[src/rtl/read_write_logic.sv]
// read_write_logic: CPU bus read/write front end for the 8259-compatible PIC.
// Registers the raw bus strobes, qualifies reads, and turns each completed
// write into a one-cycle strobe plus a command-word class decode.
module read_write_logic (
  input  logic       clk,
  input  logic       reset,
  input  logic       chip_select,
  input  logic       read_flag,
  input  logic       write_flag,
  input  logic       a0,
  input  logic [7:0] data_in,
  output logic       read_enable,
  output logic       read_a0,
  output logic       write_enable,
  output logic [7:0] write_data,
  output logic       icw1_write,
  output logic       ocw2_write,
  output logic       ocw3_write,
  output logic       a0_high_write
);

  typedef enum logic {
    WR_IDLE,
    WR_ACTIVE
  } wr_state_t;

  wr_state_t  state;
  wr_state_t  state_next;

  logic       cs_q;
  logic       rd_q;
  logic       wr_q;
  logic       a0_q;
  logic [7:0] d_q;
  logic       write_armed;
  logic       write_a0;
  logic       latch_write;
  logic       finish_write;
  logic       read_cond;

  // A read is qualified only when selected, RD# low and no write is competing.
  assign read_cond = !cs_q && !rd_q && wr_q;

  // Sample the asynchronous bus pins; strobes come out of reset inactive.
  always_ff @(posedge clk) begin
    if (reset) begin
      cs_q <= 1'b1;
      rd_q <= 1'b1;
      wr_q <= 1'b1;
      a0_q <= 1'b0;
      d_q  <= 8'h00;
    end else begin
      cs_q <= chip_select;
      rd_q <= read_flag;
      wr_q <= write_flag;
      a0_q <= a0;
      d_q  <= data_in;
    end
  end

  // A write may only start once WR# has been seen high after reset, so a WR#
  // low pulse that straddles reset release never produces a strobe.
  always_ff @(posedge clk) begin
    if (reset) begin
      write_armed <= 1'b0;
    end else if (write_flag) begin
      write_armed <= 1'b1;
    end
  end

  // Write tracking state register.
  always_ff @(posedge clk) begin
    if (reset) begin
      state <= WR_IDLE;
    end else begin
      state <= state_next;
    end
  end

  // Write tracking: start on selected WR# low, finish on WR# rise, abort on CS# rise.
  always_comb begin
    state_next   = state;
    latch_write  = 1'b0;
    finish_write = 1'b0;
    unique case (state)
      WR_IDLE: begin
        if (!cs_q && !wr_q && write_armed) begin
          state_next  = WR_ACTIVE;
          latch_write = 1'b1;
        end
      end
      WR_ACTIVE: begin
        if (cs_q) begin
          state_next = WR_IDLE;
        end else if (!wr_q) begin
          latch_write = 1'b1;
        end else begin
          state_next   = WR_IDLE;
          finish_write = 1'b1;
        end
      end
    endcase
  end

  // Track the bus data and A0 while WR# is low; the last value before the rise wins.
  always_ff @(posedge clk) begin
    if (reset) begin
      write_data <= 8'h00;
      write_a0   <= 1'b0;
    end else if (latch_write) begin
      write_data <= d_q;
      write_a0   <= a0_q;
    end
  end

  // One-cycle write strobe with exactly one command-class pulse alongside it.
  always_ff @(posedge clk) begin
    if (reset) begin
      write_enable  <= 1'b0;
      icw1_write    <= 1'b0;
      ocw2_write    <= 1'b0;
      ocw3_write    <= 1'b0;
      a0_high_write <= 1'b0;
    end else begin
      write_enable  <= finish_write;
      a0_high_write <= finish_write && write_a0;
      icw1_write    <= finish_write && !write_a0 && write_data[4];
      ocw2_write    <= finish_write && !write_a0 && !write_data[4] && !write_data[3];
      ocw3_write    <= finish_write && !write_a0 && !write_data[4] && write_data[3];
    end
  end

  // Registered read enable; read_a0 remembers A0 of the current or last read.
  always_ff @(posedge clk) begin
    if (reset) begin
      read_enable <= 1'b0;
      read_a0     <= 1'b0;
    end else begin
      read_enable <= read_cond;
      if (read_cond) begin
        read_a0 <= a0_q;
      end
    end
  end

endmodule

[config.mk]
export PLATFORM = sky130hd
export DESIGN_NAME = read_write_logic
export DESIGN_NICKNAME = d
export VERILOG_FILES = /design/src/rtl/read_write_logic.sv
export SDC_FILE = /design/constraint.sdc
export NUM_CORES = 1
export LEC_CHECK = 0
export CAP_MARGIN = 20
export CORE_ASPECT_RATIO = 0.7
export CORE_UTILIZATION = 41
export DETAILED_ROUTE_END_ITERATION = 6
export PLACE_DENSITY_LB_ADDON = 0.2
export SYNTH_ARGS = -nofsm -noshare
export SYNTH_HDL_FRONTEND = slang
export SYNTH_SLANG_ARGS = --single-unit
[constraint.sdc]
create_clock -name clk -period 0.93 [get_ports clk]
set_clock_uncertainty 0.05 [all_clocks]
set_input_delay 0.186 -clock clk [delete_from_list [all_inputs] [get_ports clk]]
set_output_delay 0.186 -clock clk [all_outputs]
set_load 0.02 [all_outputs]
Word-level counts from Yosys, hierarchy flattened
Index checks and enable logic that the tools add are counted.
{"block": "word_totals", "reg_bits": 30, "out_inout_bits": 15, "wordCells": 40, "inputBits": 14}
{"block": "op_classes", "muxes": 7, "reduce_logical": 16, "bitwise_logic": 1}
{"cell": "$logic_and 1x1->1", "count": 10}
{"cell": "$logic_not 1->1", "count": 6}
{"cell": "$mux 1", "count": 6}
{"cell": "$pmux 1 s2", "count": 1}
{"cell": "$not 1->1", "count": 1}

Longest topological paths before layout
{"block": "depth", "depth_word": 6, "mapped_depth": 4, "ltp_nobuf": 3}

Worst setup path after synthesis
No wires, ideal clock.
{"block": "synth_timing", "kind": "register -> register", "from": "register wr_q", "to": "register read_a0", "setup_time_ns": 0.116, "slack_ns": -0.067, "synth_period_minus_slack_ns": 0.997, "t_required_ns": 0.764, "stages_incl_launch_ff": 4, "t_arrival_ns": 0.831, "path_buffers": 0, "cell_sequence": "dfxtp_1 -> nor3b_2 -> mux2i_1 -> nor2_1"}
{"block": "synth_via", "elab_chain_len": 1}
{"item": "start: declaration", "line": "32", "rtl": "logic wr_q;"}
{"item": "start signal: assignment", "line": "55", "rtl": "wr_q <= write_flag;"}
{"item": "$logic_and 1x1->1", "line": "42", "rtl": "assign read_cond = !cs_q && !rd_q && wr_q;"}
{"item": "end signal: assignment", "line": "141", "rtl": "read_a0 <= a0_q;"}
{"item": "end: declaration", "line": "13", "rtl": "output logic read_a0,"}
No other way between the ends.
A chain may end at the register's enable or synchronous reset.

Final worst setup path
{"block": "layout_timing", "from": "register write_data[5]", "to": "output write_data[5]"}
{"item": "start: declaration", "line": "15", "rtl": "output logic [7:0] write_data,"}
{"item": "start signal: assignment", "line": "111", "rtl": "write_data <= d_q;"}
No word-level cell between the ends.

==> flow_metrics.py <==
metrics = {
    "yosys": {
        "total_nets_after_synthesis": 102,
        "postSynth.topFlopCell": "sky130_fd_sc_hd__dfxtp_1",
        "synth_top_area_cell": "sky130_fd_sc_hd__dfxtp_1",
        "ys_ff_latch": 30,
        "yosysTopAreaCellShare_pct": 58.3,
        "synth.distinct_cells": 18,
        "synth-async-reset-ratio_pct": 0,
        "synth_cells": 88,
        "synth-edff-count": 0,
        "synthesis.area_sq_um": 1030,
        "post_synth_most_frequent_cells": "sky130_fd_sc_hd__dfxtp_1 (30), sky130_fd_sc_hd__nand2b_1 (18), sky130_fd_sc_hd__mux2i_1 (10)",
        "synth.avg_cell_area_sq_um": 11.7,
        "synth_sequential_area_ratio_pct": 58.3,
        "synth.area.top_cells": "sky130_fd_sc_hd__dfxtp_1 (58%), sky130_fd_sc_hd__nand2b_1 (11%), sky130_fd_sc_hd__mux2i_1 (9.7%), sky130_fd_sc_hd__nor2b_1 (5.5%), sky130_fd_sc_hd__nand4bb_4 (2.7%)",
        "synthMostInstantiatedCell": "sky130_fd_sc_hd__dfxtp_1",
        "yosysWarnings": 0,
    },
    "global_route": {
        "global_route.usage.met1_pct": 17.2,
        "globalRouteMet2Util_pct": 23.7,
        "grt_pass1_wl_microns": 2850,
        "grt_busiest_layer": "met2",
        "gr-total-overflow": 0,
        "grtUsageTotal_pct": 15.7,
        "antenna_found_initial": 0,
        "grt_util_met3_pct": 7.16,
        "grt_max_degree": 19,
        "grt_pass1_vias": 681,
    },
    "clocking": {
        "htree_levels": 2,
        "cts_root_buf": "sky130_fd_sc_hd__clkbuf_4",
        "path_clk_slew_ns": 0.08,
        "tritoncts_clock_tree": "built",
        "cts_num_sinks": 30,
        "numCtsBuffers": 5,
        "worstSkewPairLatency_ns": 0.33,
        "cts_buffer_depth": 2,
    },
    "cells_and_area": {
        "layout.cell_area.non_filler_sq_um": 1580,
        "layout-area-overhead-vs-synth_pct": 53.3,
        "biggestRegsByFlops": "d_q x8, write_data x8",
        "antenna-diode-count": 0,
        "nets": 148,
        "drive_above_1_share_pct": 50.4,
        "fillerInstances": 167,
    },
    "power": {
        "powerDensity_nw_per_um2": 1450,
        "p_sw_share_pct": 21.8,
        "p_comb_share_pct": 7.3,
        "total_power_mw": 2.30,
        "power.switching_mw": 0.501,
        "peakVddDrop_mv": 1.07,
        "part_of_the_power_in_registers_pct": 58.3,
        "clkPwrFrac_pct": 34.4,
        "total_leakage_power_nw": 0.628,
        "p_int_mw": 1.80,
    },
    "drt": {
        "drt_wl_total_microns": 1740,
        "post_drt_wl_per_cell_microns": 10.4,
        "route.detailed.drc": 0,
        "detail_route.vias_per_cell": 4.38,
        "drt.antenna.violating_nets": 0,
        "drt_first_pass_iters": 4,
        "routed-via-count": 731,
        "drtIter0Drc": 21,
    },
    "timing": {
        "maxSlewViolCount": 0,
        "fin_crit_ns": 1.05,
        "timing_hold_violations_final": 0,
        "max_clock_freq_ghz": 0.955,
        "unrepaired_setup_endpoints_after_global_routing": "true",
        "slew_headroom_pct": 84.6,
        "tightest_slew_ns": 0.229,
        "setup_viol": 28,
        "fin_crit_sh_pct": 113,
        "fin_ws_ns": -0.117,
    },
    "placement": {
        "detailed_place.area_sq_um": 1420,
        "port-buffer-count": 28,
        "routabilityCongestion": 0.762,
        "detailed_place_hpwl_microns": 1220,
    },
    "worst_setup_path": {
        "reg2reg_depth": 3,
        "cp_data_required_time_ns": 0.69,
        "timing.critical_path.arrival_ns": 0.81,
        "critical-path-top-delay-family": "flip-flops",
        "cp_slowest_stage_delay_ns": 0.34,
        "worst_setup_path_end_kind": "primary output",
        "cell_breakdown_of_the_critical_path": "buf_4",
        "kind_of_launch_point_of_the_worst_setup_path": "register",
        "criticalPathCategory": "reg2out",
        "crit_slowest_cell": "sky130_fd_sc_hd__dfxtp_1",
        "worstPathBufferInverterCount": 1,
        "worst-path-max-fanout": 2,
        "crit_cells": 1,
    },
    "die": {
        "die_x_microns": 61.9,
        "chipHeight_microns": 44.0,
        "core-area_sq_um": 2260,
        "start_util_pct": 45.6,
        "ioPinCount": 29,
        "fp.dieArea_sq_um": 2720,
        "row_count": 14,
    },
    "worst_hold_path": {
        "min_delay_path_depth": 2,
        "holdCritPathClass": "in2reg",
    },
    "status": {
        "violations": "setup timing",
        "run_status": "finished, violations left",
    },
    "run": {
        "drv_cap": 0,
    },
}
power groups by stage:
stage          Sequential [mW]  Combinational (mW)  Clock (mW)
5_1_grt                   1.35               0.181       0.892
2_1_floorplan             1.37              0.0685           0
3_5_place_dp              1.37               0.161           0
6_report                  1.34               0.167       0.791
4_1_cts                   1.34               0.163       0.817
3_3_place_gp              1.37               0.157           0
area by class of cell:
class / count / area [sq um] / share of cell area (%)
Clock buffer: 7 / 55.1 / 3.48
Clock inverter: 1 / 5.00 / 0.317
Inverter: 1 / 3.75 / 0.238
Multi-Input combinational cell: 53 / 440 / 27.9
Sequential cell: 30 / 626 / 39.6
Tap cell: 32 / 40.0 / 2.53
Timing Repair Buffer: 43 / 410 / 26.0
per-layer routing:
layer	routed length, microns	vias to the layer above
met4	51	0
met3	100	6
met5	0	-
met2	828	21
met1	763	328
li1	-	376
timing repair:
action,CTS,global route
cloned,0,0
hold buffers,0,0
gates resized for setup,111,4
setup endpoints to repair,32,31
pin swaps,2,0
setup buffers,0,3
final timing paths:
| path | start | to | slack [ns] |
|---|---|---|---|
| worst min register to register | d_q[6] | write_data[6] | 0.40 |
| worst max-delay path | write_data[5] | write_data[5] | -0.12 |
| worst min-delay path | reset | cs_q | 0.25 |
| worst max register to register | wr_q | write_data[5] | -0.11 |
cells by family (layout without fill, tap and decap cells):
| group | count (synthesis) | after routing | share of synthesized area (%) |
|---|---|---|---|
| multiplexers | 10 | 10 | 9.71 |
| buffers and inverters | 5 | 52 | 2.67 |
| AND/OR/NAND/NOR | 43 | 43 | 29.4 |
| flip-flops | 30 | 30 | 58.3 |
stage by stage:
step | worst slack (ns) | hold WS [ns] | setup TNS [ns] | cells | utilization, %
after global placement | -0.382 | 0.391 | -11.79 | 156 | 62.9
after global routing | -0.177 | 0.238 | -3.77 | 167 | 69.9
final | -0.117 | 0.246 | -2.27 | 167 | 69.9
after floorplan | -0.0267 | 0.240 | -0.244 | 88 | -
after CTS | -0.153 | 0.228 | -2.78 | 164 | 68.1
after detailed placement | -0.408 | 0.389 | -12.28 | 156 | 62.9
cells in the final DEF (no fill, tap or decap), drive strengths merged, types with 2 or more instances in the layout:
master / Yosys / routed
mux2i: 10 / 10
dfxtp: 30 / 30
nor4: 2 / 2
nor4b: 2 / 2
nor3b: 2 / 2
nand2b: 18 / 18
clkbuf: 2 / 7
nor2: 4 / 4
nor2b: 9 / 9
clkdlybuf4s50: 0 / 12
buf: 2 / 30
or2: 3 / 3
No activity file was read; power rests on OpenSTA's default activity.
